--- config.mk ---
export PLATFORM = sky130hd
export DESIGN_NAME = serial_sub_ctrl
export DESIGN_NICKNAME = d
export VERILOG_FILES = /design/src/rtl/serial_sub_ctrl_pkg.sv /design/src/rtl/serial_sub_ctrl_fs_bit.sv /design/src/rtl/serial_sub_ctrl.sv
export SDC_FILE = /design/constraint.sdc
export NUM_CORES = 1
export LEC_CHECK = 0
export CAP_MARGIN = 20
export CORE_MARGIN = 3
export CORE_UTILIZATION = 44
export CTS_CLUSTER_DIAMETER = 150
export CTS_CLUSTER_SIZE = 24
export DETAILED_ROUTE_END_ITERATION = 16
export PLACE_DENSITY_LB_ADDON = 0.25
export SYNTH_ARGS = -nofsm -noshare
export SYNTH_HDL_FRONTEND = slang
export SYNTH_SLANG_ARGS = --single-unit
--- constraint.sdc ---
create_clock -name clk -period 1.6 [get_ports clk]
set_input_delay 0.32 -clock clk [delete_from_list [all_inputs] [get_ports clk]]
set_output_delay 0.32 -clock clk [all_outputs]
set_load 0.05 [all_outputs]
--- src/rtl/serial_sub_ctrl_pkg.sv ---
// Shared definitions for the bit-serial subtractor controller:
// FSM state encodings and the default operand width.
package serial_sub_ctrl_pkg;

    localparam int DEFAULT_WIDTH = 8;

    // Encoding 2'd3 is unused; the next-state logic steers it back to IDLE.
    typedef enum logic [1:0] {
        ST_IDLE  = 2'd0,
        ST_SHIFT = 2'd1,
        ST_DONE  = 2'd2
    } state_t;

endpackage : serial_sub_ctrl_pkg

--- src/rtl/serial_sub_ctrl_fs_bit.sv ---
// 1-bit full subtractor: two cascaded half-subtractor stages whose
// borrows are ORed. Computes d = x - y - bin and the borrow out.
module fs_bit (
    input  logic x,
    input  logic y,
    input  logic bin,
    output logic d,
    output logic bout
);

    logic hs1_d;
    logic hs1_b;
    logic hs2_b;

    // First half-subtractor: x - y
    assign hs1_d = x ^ y;
    assign hs1_b = ~x & y;

    // Second half-subtractor: (x - y) - bin
    assign d     = hs1_d ^ bin;
    assign hs2_b = ~hs1_d & bin;

    assign bout  = hs1_b | hs2_b;

endmodule : fs_bit

--- src/rtl/serial_sub_ctrl.sv ---
// Bit-serial WIDTH-bit subtractor controller. One fs_bit cell is stepped
// LSB-first over WIDTH cycles with the borrow held in a flop. Results and
// flags are registered and hold until the next completed operation.
module serial_sub_ctrl
    import serial_sub_ctrl_pkg::*;
#(
    parameter int WIDTH = DEFAULT_WIDTH
) (
    input  logic             clk,
    input  logic             rst_n,
    input  logic             start,
    input  logic [WIDTH-1:0] a,
    input  logic [WIDTH-1:0] b,
    output logic             busy,
    output logic             done,
    output logic [WIDTH-1:0] diff,
    output logic             borrow_out,
    output logic             zero,
    output logic             ovf
);

    localparam int              CNT_W    = $clog2(WIDTH);
    localparam logic [CNT_W-1:0] CNT_LAST = CNT_W'(WIDTH - 1);

    state_t             state_q, state_d;
    logic [WIDTH-1:0]   sa_q, sb_q;
    // Only WIDTH-1 result bits are stored; the final bit from the cell
    // completes the word on the edge that enters DONE.
    logic [WIDTH-2:0]   res_q;
    logic               borrow_q;
    logic [CNT_W-1:0]   cnt_q;
    logic               a_sign_q, b_sign_q;
    logic               busy_q, done_q;
    logic [WIDTH-1:0]   diff_q;
    logic               borrow_out_q, zero_q, ovf_q;

    logic               cell_d, cell_bo;
    logic [WIDTH-1:0]   res_next;
    logic               last_bit;

    fs_bit u_cell (
        .x    (sa_q[0]),
        .y    (sb_q[0]),
        .bin  (borrow_q),
        .d    (cell_d),
        .bout (cell_bo)
    );

    assign res_next = {cell_d, res_q};
    assign last_bit = (cnt_q == CNT_LAST);

    // Next-state logic: IDLE -> SHIFT on start, SHIFT -> DONE after WIDTH bits.
    always_comb begin
        // NOTE: assign a default first so no path leaves state_d unassigned (no latch).
        state_d = state_q;
        case (state_q)
            ST_IDLE:  if (start)    state_d = ST_SHIFT;
            ST_SHIFT: if (last_bit) state_d = ST_DONE;
            ST_DONE:                state_d = ST_IDLE;
            default:                state_d = ST_IDLE;
        endcase
    end

    // State register plus registered busy/done decoded from the next state.
    always_ff @(posedge clk or negedge rst_n) begin
        if (!rst_n) begin
            state_q <= ST_IDLE;
            busy_q  <= 1'b0;
            done_q  <= 1'b0;
        end else begin
            // NOTE: non-blocking assignments so every flop samples pre-edge values.
            state_q <= state_d;
            busy_q  <= (state_d != ST_IDLE);
            done_q  <= (state_d == ST_DONE);
        end
    end

    // Datapath: operand capture, serial shift, and result/flag update.
    always_ff @(posedge clk or negedge rst_n) begin
        if (!rst_n) begin
            sa_q         <= '0;
            sb_q         <= '0;
            res_q        <= '0;
            borrow_q     <= 1'b0;
            cnt_q        <= '0;
            a_sign_q     <= 1'b0;
            b_sign_q     <= 1'b0;
            diff_q       <= '0;
            borrow_out_q <= 1'b0;
            zero_q       <= 1'b0;
            ovf_q        <= 1'b0;
        end else begin
            case (state_q)
                ST_IDLE: begin
                    if (start) begin
                        sa_q     <= a;
                        sb_q     <= b;
                        borrow_q <= 1'b0;
                        cnt_q    <= '0;
                        a_sign_q <= a[WIDTH-1];
                        b_sign_q <= b[WIDTH-1];
                    end
                end
                ST_SHIFT: begin
                    res_q    <= res_next[WIDTH-1:1];
                    sa_q     <= sa_q >> 1;
                    sb_q     <= sb_q >> 1;
                    borrow_q <= cell_bo;
                    cnt_q    <= cnt_q + CNT_W'(1);
                    if (last_bit) begin
                        diff_q       <= res_next;
                        borrow_out_q <= cell_bo;
                        zero_q       <= (res_next == '0);
                        ovf_q        <= (a_sign_q != b_sign_q) && (cell_d != a_sign_q);
                    end
                end
                default: ;
            endcase
        end
    end

    assign busy       = busy_q;
    assign done       = done_q;
    assign diff       = diff_q;
    assign borrow_out = borrow_out_q;
    assign zero       = zero_q;
    assign ovf        = ovf_q;

endmodule : serial_sub_ctrl

==> reports/metrics.cfg <==
[floorplanning]
coreArea_um2=4090
die_y_um=71.6
dieArea_um2=5130
ios=32
rows=23
die_w_um=71.6
initial_core_util_pct=46.4

[pwr]
p_leak_nw=1.17
max-vdd-ir-drop_mv=1.25
p_per_area_nw_per_um2=2100
combinationalPowerShare_pct=44.1
netSwitchingPower_mw=1.94
seqPwrFrac_pct=39.3
p_sw_share_pct=39.5
p_int_mw=2.98
clkPwrFrac_pct=16.6

[detailed_routing]
drcViolationCount=0
vias=1240
via_per_inst=4.96
drt_iter0_markers=77
dr.pass1.iters=4
finalWirelength_um=3380
drtAntennaViolNets=0
wl_per_cell_um=13.5

[place]
gp_congestion=0.706
io_buffers=31
dp_slack_ps=-64.1
placed_area_um2=2200
dp_hpwl_um=2340
dp_cells=240

[sta]
final-max-slew-violation-count=0
min_period_ps=1520
holdWs_ps=94.0
worst_pin_slew_ps=548
hold_viol_final=0
fin_ws_ps=81.4
setup_viol=0
timing.final.crit_share_pct=94.9
fmax_mhz=658
fin_worst_skew_ps=3.60
grt_setup_unrepaired=false
slew_headroom_pct=63.4
final.setup.tns_ps=0

[layout]
fin_cells=250
fin_area_um2=2340
multiInputGateArea_um2=711
drive_gt1_share_pct=22.0
fillers=348
regArea_um2=1100
nets=221
diodes=0
syn2layout_area_growth_pct=23.4

[critical_path]
critPathKind=flop to flop
crit_required_ps=1780
arrival_ps=1700
critPathCaptureType=flop
crit_chain=ha_1 -> ha_1 -> nand3b_4 -> mux2_2
crit_fanout=8
worstSetupStartpointType=flop
cp_slowest_cell=dfrtp_1
crit_path_frequent_cell=ha_1
cpPeakStageDelay_ps=410

[status]
status=finished, final reports clean

[cts]
cts_tree=yes
clk_latency_ps=290
cts_buffer_depth=2
cts-root-buf=clkbuf_8
numCtsBuffers=5
clock_sinks=44
cts.clk_slew.worst_paths_ps=80
h-tree-depth=2

[synthesis]
synthTopCellsByCount=44 x dfrtp_1, 41 x nand2_1, 15 x mux2i_1, 11 x o21ai_1, 10 x mux2_2
synth-seq-cells=44
synth_top_area_share_pct=58.1
netlist_instances=162
synth.most_common_cell=dfrtp_1
yosysTopAreaCell=dfrtp_1
syn_nets=184
synth_area_um2=1900
synth_edf_count=0
yosys_warnings=0
ys_async_sr_fraction_pct=100
yosysSeqAreaShare_pct=58.1
synth_flop_cell=dfrtp_1
syn_avg_cell_area_um2=11.7
synth_cell_types=23
ys_top_cells_by_area=dfrtp_1 58%, nand2_1 8.1%, mux2i_1 7.9%

[grt]
grt_pass1_wl_um=5820
grt_max_degree=45
grt-ovfl-total=0
grt_pass1_vias=1295
antenna_found_initial=0
grtUsageTotal_pct=14.5

[min_path]
hold_class=input pin to asynchronous set/reset pin

[run]
cap_violations=0

-- cell usage in the layout (no fill, tap or decap), types with 2 or more instances in the layout --
cell type | synthesis | layout
o21ai_1 | 11 | 11
buf_4 | 0 | 19
o21ai_0 | 8 | 8
nor3b_1 | 2 | 2
nand2_1 | 41 | 41
mux2_2 | 10 | 10
a21oi_1 | 2 | 2
clkbuf_8 | 0 | 5
a22o_1 | 3 | 3
clkdlybuf4s50_1 | 0 | 17
inv_1 | 5 | 5
ha_1 | 2 | 2
mux2i_1 | 15 | 15
nor2b_1 | 2 | 2
dfrtp_1 | 44 | 44
-- routing by layer --
layer | share of wire, % | track usage (%) | vias to the layer above
met5 | 0 | 0 | -
met3 | 4.9 | 3.65 | 7
met4 | 1.9 | 6.26 | 0
met1 | 46 | 18.6 | 592
met2 | 47 | 23.4 | 25
li1 | - | - | 616
-- worst paths after layout --
kind | endpoint | start | depth (start not counted) | slack (ps)
worst min-delay path | sb_q[4] | rst_n | 2 | 90
min in group clk | ovf | ovf | 2 | 490
worst max-delay path | diff[1] | cnt_q[0] | 4 | 80
worst max register to register | diff[1] | cnt_q[0] | 4 | 80
worst min register to register | ovf | ovf | 2 | 490
max in group asynchronous | res_q[2] | rst_n | 2 | 1130
-- sequential cells by signal, indices dropped and copies added (netlist names), 2 cells and up --
register,count
res_q,7
sb_q,8
cnt_q,3
state_q,2
sa_q,8
diff,8
-- power groups by stage --
stage / combinational (mW) / sequential (mW) / clock, mW
floorplan: 1.21 / 2.34 / 0
global placement: 2.09 / 1.92 / 0
detailed placement: 2.16 / 1.95 / 0
CTS: 2.18 / 1.93 / 0.843
global route: 2.39 / 2.01 / 0.894
finish: 2.17 / 1.93 / 0.817
-- layout make-up --
type / count / area share (%)
flip-flops and latches: 44 / 47.1
multi-input cells: 105 / 30.4
well taps: 50 / 2.68
repair buffers: 38 / 14.4
inverters: 5 / 0.803
clock inverters: 2 / 1.50
clock buffers: 6 / 3.10
-- stage by stage --
stage | power, mW | util, %
2_1_floorplan | 3.56 | -
3_3_place_gp | 4.01 | 53.9
3_5_place_dp | 4.10 | 53.9
4_1_cts | 4.96 | 56.8
5_1_grt | 5.29 | 57.2
6_report | 4.92 | 57.2
-- cells by family after synthesis --
logic type      count (synthesis)  share of synthesized area [%]
mux                            25                           13.9
fa+ha+maj                       3                           2.38
simple gates                   50                           12.3
compound gates                 26                           7.86
buf+inv                        14                           5.48
flops                          44                           58.1
-- critical path: cells and delay by family, from the launching register on --
kind | cells | cell delay (ps)
adders and majority gates | 2 | 470
and+or+nand+nor | 1 | 180
muxes | 1 | 350
DFF | 1 | 410
-- repair_timing --
item,4_1_cts,5_1_grt
buffers inserted,0,1
cloned,0,1
hold buffers,0,0
gates resized for setup,2,0
endpoints found under the setup margin,1,4
pin swaps,1,0
(Power assumes the default switching activity.)
